`config.mk`:
```
export PLATFORM = sky130hd
export DESIGN_NAME = clock_divider_sync
export DESIGN_NICKNAME = d
export VERILOG_FILES = /design/src/rtl/clock_divider_pkg.sv /design/src/rtl/clock_divider_channel.sv /design/src/rtl/clock_divider_sync.sv
export SDC_FILE = /design/constraint.sdc
export NUM_CORES = 1
export LEC_CHECK = 0
export ABC_AREA = 1
export ABC_CLOCK_PERIOD_IN_PS = 2400
export CAP_MARGIN = 0
export CORE_AREA = 3 3 106 108
export CTS_CLUSTER_SIZE = 12
export DETAILED_ROUTE_END_ITERATION = 7
export DIE_AREA = 0 0 109 111
export DONT_BUFFER_PORTS = 1
export PLACE_DENSITY = 0.61
export SETUP_SLACK_MARGIN = 0.02
export SLEW_MARGIN = 5
export SYNTH_ARGS = -nofsm -noshare
export SYNTH_HDL_FRONTEND = slang
export SYNTH_SLANG_ARGS = --single-unit
```
`constraint.sdc`:
```
create_clock -name i_clk -period 2.4 [get_ports i_clk]
set_clock_uncertainty 0.05 [all_clocks]
set_input_delay 0.48 -clock i_clk [delete_from_list [all_inputs] [get_ports i_clk]]
set_output_delay 0.48 -clock i_clk [all_outputs]
set_load 0.01 [all_outputs]
```
`src/rtl/clock_divider_pkg.sv`:
```
// Shared constants and elaboration helpers for the synchronous clock divider.
// Board rates are expressed as divisors of the system clock.
package clock_divider_pkg;

  // Display scan rate and count rate of the 7-segment demo board.
  localparam int SCAN_DIV       = 1000;
  localparam int COUNT_RATE_DIV = 50000;

  // True when div is a legal non-zero divisor that fits in width bits.
  function automatic bit div_fits(int div, int width);
    return (div >= 1) && ($clog2(div + 1) <= width);
  endfunction

endpackage

```
`src/rtl/clock_divider_channel.sv`:
```
// One divider channel: divisor register, down-counter, tick pulse and square wave.
// A load restarts the period immediately and suppresses any coincident tick.
module clock_divider_channel
  import clock_divider_pkg::*;
#(
  parameter int WIDTH       = 16,
  parameter int DEFAULT_DIV = SCAN_DIV
) (
  input  logic             i_clk,
  input  logic             i_rst_n,
  input  logic             i_step,
  input  logic             i_load,
  input  logic [WIDTH-1:0] i_div,
  output logic             o_tick,
  output logic             o_clk
);

  localparam logic [WIDTH-1:0] RST_DIV = WIDTH'(DEFAULT_DIV);
  localparam logic [WIDTH-1:0] RST_CNT = WIDTH'(DEFAULT_DIV - 1);

  logic [WIDTH-1:0] div_reg, div_next;
  logic [WIDTH-1:0] cnt_reg, cnt_next;
  logic [WIDTH-1:0] eff_div;
  logic             tick_reg, tick_next;
  logic             clk_reg, clk_next;

  // A stored divisor of zero behaves as divide-by-one.
  assign eff_div = (div_reg == '0) ? WIDTH'(1) : div_reg;

  always_comb begin
    div_next  = div_reg;
    cnt_next  = cnt_reg;
    tick_next = 1'b0;
    clk_next  = clk_reg;
    if (i_load) begin
      div_next = i_div;
      cnt_next = (i_div == '0) ? '0 : i_div - WIDTH'(1);
    end else if (i_step) begin
      if (cnt_reg == '0) begin
        cnt_next  = eff_div - WIDTH'(1);
        tick_next = 1'b1;
        clk_next  = ~clk_reg;
      end else begin
        cnt_next = cnt_reg - WIDTH'(1);
      end
    end
  end

  always_ff @(posedge i_clk or negedge i_rst_n) begin
    if (!i_rst_n) begin
      div_reg  <= RST_DIV;
      cnt_reg  <= RST_CNT;
      tick_reg <= 1'b0;
      clk_reg  <= 1'b0;
    end else begin
      div_reg  <= div_next;
      cnt_reg  <= cnt_next;
      tick_reg <= tick_next;
      clk_reg  <= clk_next;
    end
  end

  assign o_tick = tick_reg;
  assign o_clk  = clk_reg;

endmodule

```
`src/rtl/clock_divider_sync.sv`:
```
// Multi-channel synchronous clock divider producing clock-enable ticks and square waves.
// In cascade mode each later channel steps on the previous channel's registered tick.
module clock_divider_sync
  import clock_divider_pkg::*;
#(
  parameter int WIDTH       = 16,
  parameter int N_CH        = 2,
  parameter int DEFAULT_DIV = SCAN_DIV,
  parameter int CASCADE     = 0
) (
  input  logic             i_clk,
  input  logic             i_rst_n,
  input  logic             i_en,
  input  logic [N_CH-1:0]  i_load,
  input  logic [WIDTH-1:0] i_div,
  output logic [N_CH-1:0]  o_tick,
  output logic [N_CH-1:0]  o_clk
);

  if (!div_fits(DEFAULT_DIV, WIDTH)) begin : g_bad_default_div
    $error("clock_divider_sync: DEFAULT_DIV must be in 1 .. 2**WIDTH-1");
  end

  logic [N_CH-1:0] step;

  for (genvar gi = 0; gi < N_CH; gi++) begin : g_ch
    if ((CASCADE != 0) && (gi > 0)) begin : g_cascade
      assign step[gi] = i_en & o_tick[gi-1];
    end else begin : g_direct
      assign step[gi] = i_en;
    end

    clock_divider_channel #(
      .WIDTH       (WIDTH),
      .DEFAULT_DIV (DEFAULT_DIV)
    ) u_channel (
      .i_clk   (i_clk),
      .i_rst_n (i_rst_n),
      .i_step  (step[gi]),
      .i_load  (i_load[gi]),
      .i_div   (i_div),
      .o_tick  (o_tick[gi]),
      .o_clk   (o_clk[gi])
    );
  end

endmodule

```
After elaboration in Yosys (flattened, before gate mapping):

Index checks and enable logic that the tools add are counted.
Widths: inputs -> output; s select.

* register bits: 68

* $add $sub $neg: 5
* multiplexer cells: 15
* bitwise operators: 4
* reduce and logical (&&, ||, !) cells: 9

Operators by type and width (number)
* $mux 16: 9
* $logic_not 16->1: 5
* $sub 16x1->16 const B: 5
* $mux 1: 6
* $reduce_and 3->1: 2
* $not 1->1: 4
* $reduce_bool 2->1: 2

Longest topological paths before layout:

* word-level depth: 6
* depth in mapped cells: 17
* mapped depth without buffers: 17

Hierarchy:

A second synthesis with hierarchy kept.

* cells, all modules: 744
* area total of the unflattened synthesis: 5076.1 µm²

By module, submodules not included
* clock_divider_channel at g_ch[1].u_channel: times used 1, cells each 366, area an instance 2582.5 µm², seq. area each 868.3 µm²
* clock_divider_channel at g_ch[0].u_channel: times used 1, cells each 378, area an instance 2493.6 µm², seq. area each 868.3 µm²

Worst setup path before layout:

OpenSTA, ideal clock, no wires.

* path kind: reg-to-reg
* start point: reg g_ch[1].u_channel.cnt_reg[15]
* end point: reg g_ch[1].u_channel.cnt_reg[14]
* setup time: 0.117 ns
* arrival: 1.892 ns
* data required time: 2.233 ns
* path slack: 0.341 ns
* stages on the path, launching flop included: 18
* buffers on the path: 0
* clock period less this slack: 2.059 ns
* path through: dfrtp_1 -> nor2_1 -> nand3_1 -> nor2_2 -> nand2_2 -> nor2_1 -> nand2_1 -> nand2_2 -> ha_1 -> inv_1 -> nor2_2 -> nand2_2 -> nor2_2 -> nand2_1 -> nand2_1 -> nand2_1 -> nand2_1 -> nand2_1

* cells in the longest elaborated chain, start to end: 4

Ends and longest elaborated chain
* start: declaration: RTL line clock_divider_channel.sv:22 `logic [WIDTH-1:0] cnt_reg, cnt_next;`
* start signal: assignment: RTL line clock_divider_channel.sv:57 `cnt_reg <= cnt_next;`
* $logic_not 16->1: RTL line clock_divider_channel.sv:39 `if (cnt_reg == '0) begin`
* $mux 16: RTL line clock_divider_channel.sv:39
* $mux 16: RTL line clock_divider_channel.sv:38 `end else if (i_step) begin`
* $mux 16: RTL line clock_divider_channel.sv:35 `if (i_load) begin`

No other way between the ends. The select of a mux whose other input is x is not followed.
A chain may end at the register's enable or synchronous reset.

Final worst setup path:

* start point: reg g_ch[1].u_channel.cnt_reg[7]
* end point: reg g_ch[1].u_channel.cnt_reg[10]

* cells in the longest elaborated chain, start to end: 4
* elaborated cells between the ends (all ways): 5
* those cells by class: 1 x add/sub; 3 x mux; 1 x reduce/logical

Ends and longest elaborated chain (RTL line)
* $sub 16x1->16 or $logic_not 16->1 (tied branches): clock_divider_channel.sv:44, clock_divider_channel.sv:39
* $mux 16 (*): clock_divider_channel.sv:39
* $mux 16 (*): clock_divider_channel.sv:38
* $mux 16 (*): clock_divider_channel.sv:35

Every way passes the cells marked *; elsewhere a longest branch is shown, timed or not. The select of a mux whose other input is x is not followed.

==> flow_summary_export.csv <==
group,metric,value,unit
clocking,insertion_delay,350,ps
clocking,numCtsBuffers,9,
clocking,cts-htree-levels,3,
logic_synthesis,ys_seq_area_frac,0.372,
sta,tightest_slew,411,ps
sta,slew_viol_final,0,
run,cap_violations,0,
route,vias,4257,
placement,place_hpwl,9.51,mm
sta,period_needed,2210,ps
logic_synthesis,avgSynthCellArea,6.89,µm²
setup_path,timing.rr.start,"g_ch[1].u_channel.cnt_reg[7]$_DFFE_PN1P_",
cells_and_area,final_net_count,707,
global_routing,gr-usage-all-layers,0.213,
logic_synthesis,synth.distinct_cells,41,
sta,setup_viol,0,
setup_path,cp.required,2590,ps
placement,dpl_worst_slack,108,ps
sta,setup_ws,193,ps
cells_and_area,syn2layout_area_growth,8.58,%
hold_path,hold_end,"g_ch[1].u_channel.div_reg[3]$_DFFE_PN1P_",
placement,gp_congestion,0.882,
route,wl_met3,727,µm
hold_path,holdCritStartpoint,"i_load[1]",
route,drtAntennaViolNets,0,
sta,timing.fmax,0.453,GHz
clocking,cts_sinks,68,
logic_synthesis,synth_xor_area_frac,0.0338,
cells_and_area,regArea,1740,µm²
power_and_ir_drop,power.leakage,0.00243,µW
status,status,"finished, final reports clean",
logic_synthesis,yosys.area.top_type,"dfrtp_1",
global_routing,gr-total-overflow,0,
hold_path,hold_depth,1,
logic_synthesis,syn_nets,701,
placement,port_buffers,0,
global_routing,grt_pass1_wl,20.5,mm
setup_path,r2r_setup_slack,190,ps
die,ios,25,
die,std_cell_rows,37,
setup_path,rr_worst_depth,15,
power_and_ir_drop,power,3000,µW
clocking,cts_max_path_buffers,2,
cells_and_area,multi_input_comb_area,2410,µm²
die,core,10300,µm²
clocking,cts_tree,"yes",
cells_and_area,drive_above_1_share,0.144,
route,viasPerCell,5.17,
sta,min_period_over_period,0.920,
logic_synthesis,synth_compound_area_frac,0.0998,
route,drtIter0Drc,338,
global_routing,grt_pass1_vias,4165,
sta,hold_viol_final,0,
logic_synthesis,synthSimpleGateAreaFrac,0.370,
setup_path,endpoint_kind,"flip-flop",
sta,fin_setup_tns,0,ps
logic_synthesis,synth_edf_count,0,
power_and_ir_drop,powerDensity,593,nW/µm²
logic_synthesis,synthCells,677,
clocking,clk_pin_slew,70,ps
power_and_ir_drop,vdd.ir_drop.worst,0.477,mV
global_routing,grt_max_degree,69,
die,die_area,12100,µm²
logic_synthesis,ys.warnings.count,0,
logic_synthesis,synth-seq-cells,68,
setup_path,path_max_fanout,6,
route,wl_per_cell,14.8,µm
route,drt_wl_total,12.2,mm
route,drc,0,
setup_path,timing.rr.end,"g_ch[1].u_channel.cnt_reg[10]$_DFFE_PN0P_",
route,dr.pass1.iters,5,
setup_path,start_kind,"flip-flop",
logic_synthesis,yosysMostFrequentCell,"nand2_1",
logic_synthesis,synthFlopType,"dfrtp_1",
logic_synthesis,synth.area.top_cells,"dfrtp_1, dfstp_2, nand2_1",
cells_and_area,n_fill_cell,1052,
logic_synthesis,async_flop_share,1.00,
logic_synthesis,synth_common_cells,"nand2_1, inv_1, nor2_1, nand3_1, o21ai_0",
cells_and_area,diodes,0,
die,fp.dieW,109,µm
route,highest_layer,"met4",
die,start_util,0.452,
clocking,clockRootBuffer,"clkbuf_8",
global_routing,antenna_found_initial,0,
setup_path,critPathKind,"flip-flop to flip-flop",
hold_path,hold_class,"primary input to flip-flop",
logic_synthesis,synth_fa_ha_area_frac,0.00805,
logic_synthesis,syn-cell-area,4670,µm²
sta,slew_headroom,0.723,
setup_path,worstPathArrival,2390,ps
die,die_y,111,µm
logic_synthesis,synth_top_family_by_area,"simple AND/OR/NAND/NOR gates",
route,detailroute.wirelength.met2,5.37,mm
route,drt-met1-wl,5.95,mm
logic_synthesis,synth_mux_area_frac,0,
sta,rsz0062_at_grt,"false",
logic_synthesis,synth_top_area_frac,0.215,
-- where the power goes --
| part | total (µW) | switching (µW) | internal, µW |
|---|---|---|---|
| logic | 699 | 462 | 237 |
| registers | 1370 | 65.8 | 1300 |
| clock network | 937 | 428 | 509 |
-- placed cells by master, fill, tap and decap left out, types with 3 or more instances in the layout --
| cell type | count |
|---|---|
| nand2_1 | 173 |
| inv_1 | 102 |
| nor2_1 | 77 |
| nand3_1 | 62 |
| o21ai_0 | 51 |
| dfrtp_1 | 40 |
| dfstp_2 | 28 |
| buf_4 | 15 |
| nand4_1 | 13 |
| xor2_1 | 12 |
| nand2_2 | 10 |
| a21oi_1 | 10 |
| clkbuf_8 | 10 |
| nor2_2 | 7 |
| nor2_4 | 7 |
| o211ai_1 | 7 |
| o21bai_1 | 6 |
| xnor2_1 | 6 |
| nand2_4 | 5 |
| o21ai_1 | 4 |
| nand3b_1 | 4 |
| nor3_1 | 4 |
| clkbuf_1 | 4 |
| nand3_2 | 3 |
-- critical path, cell delays in order (launching register included) --
cell and delay, ps:
dfstp_2 380, nor2_1 130, nand3_1 120, nor2_4 170
nand2_2 110, nor2_1 100, nand2_1 60, nand2_2 80
ha_2 190, inv_1 70, nor2_4 120, nand3_1 130
o21ai_0 170, nand2_1 90, nand2_1 60, nand3_1 60
-- through the flow --
| step | instances | area, µm² | utilization | hold WS (ps) |
|---|---|---|---|---|
| finish | 824 | 5070 | 0.491 | 152 |
| global route | 824 | 5070 | 0.491 | 134 |
| CTS | 821 | 5010 | 0.486 | 139 |
| detailed placement | 803 | 4790 | 0.464 | 137 |
| global placement | 803 | 4790 | 0.464 | 138 |
| floorplan | 677 | 4670 | - | 134 |
-- cell families (layout without fill, tap and decap cells) --
| kind of cell | after synthesis | count (layout) |
|---|---|---|
| simple gates | 375 | 375 |
| buf+inv | 129 | 140 |
| compound gates | 84 | 84 |
| flops | 68 | 68 |
| xor+xnor | 18 | 18 |
| fa+ha+maj | 3 | 3 |
-- metal layers --
| metal | vias to the layer above | track usage |
|---|---|---|
| met3 | 16 | 0.0530 |
| met5 | - | 0 |
| li1 | 2136 | - |
| met4 | 0 | 0.0581 |
| met2 | 117 | 0.322 |
| met1 | 1988 | 0.302 |
-- how the worst max path moves through the flow --
stage	start	end	slack, ps	cells after the start
5_1_grt	g_ch[0].u_channel.cnt_reg[15]$_DFFE_PN0P_	g_ch[0].u_channel.cnt_reg[10]$_DFFE_PN0P_	20	17
4_1_cts	g_ch[1].u_channel.cnt_reg[7]$_DFFE_PN1P_	g_ch[1].u_channel.cnt_reg[10]$_DFFE_PN0P_	100	15
3_5_place_dp	i_div[0]	g_ch[1].u_channel.cnt_reg[11]$_DFFE_PN0P_	110	13
2_1_floorplan	g_ch[1].u_channel.cnt_reg[15]$_DFFE_PN0P_	g_ch[1].u_channel.cnt_reg[14]$_DFFE_PN0P_	340	17
3_3_place_gp	g_ch[1].u_channel.cnt_reg[7]$_DFFE_PN1P_	g_ch[1].u_channel.cnt_reg[10]$_DFFE_PN0P_	150	15
6_report	g_ch[1].u_channel.cnt_reg[7]$_DFFE_PN1P_	g_ch[1].u_channel.cnt_reg[10]$_DFFE_PN0P_	190	15
-- layout make-up --
type,instances,area share
timing repair buffer,17,0.0296
clock inverter,2,0.00692
sequential,68,0.343
inverter,107,0.0803
tap,136,0.0336
clock buffer,14,0.0301
multi-input combinational,480,0.477
-- repair_timing --
item | CTS | global route
setup buffers | 0 | 3
resized for setup | 0 | 8
hold endpoints to repair | 68 | 0
endpoints found under the setup margin | 0 | 11
hold buffers | 2 | 0
Note: power is estimated with default switching activity, not from simulation.
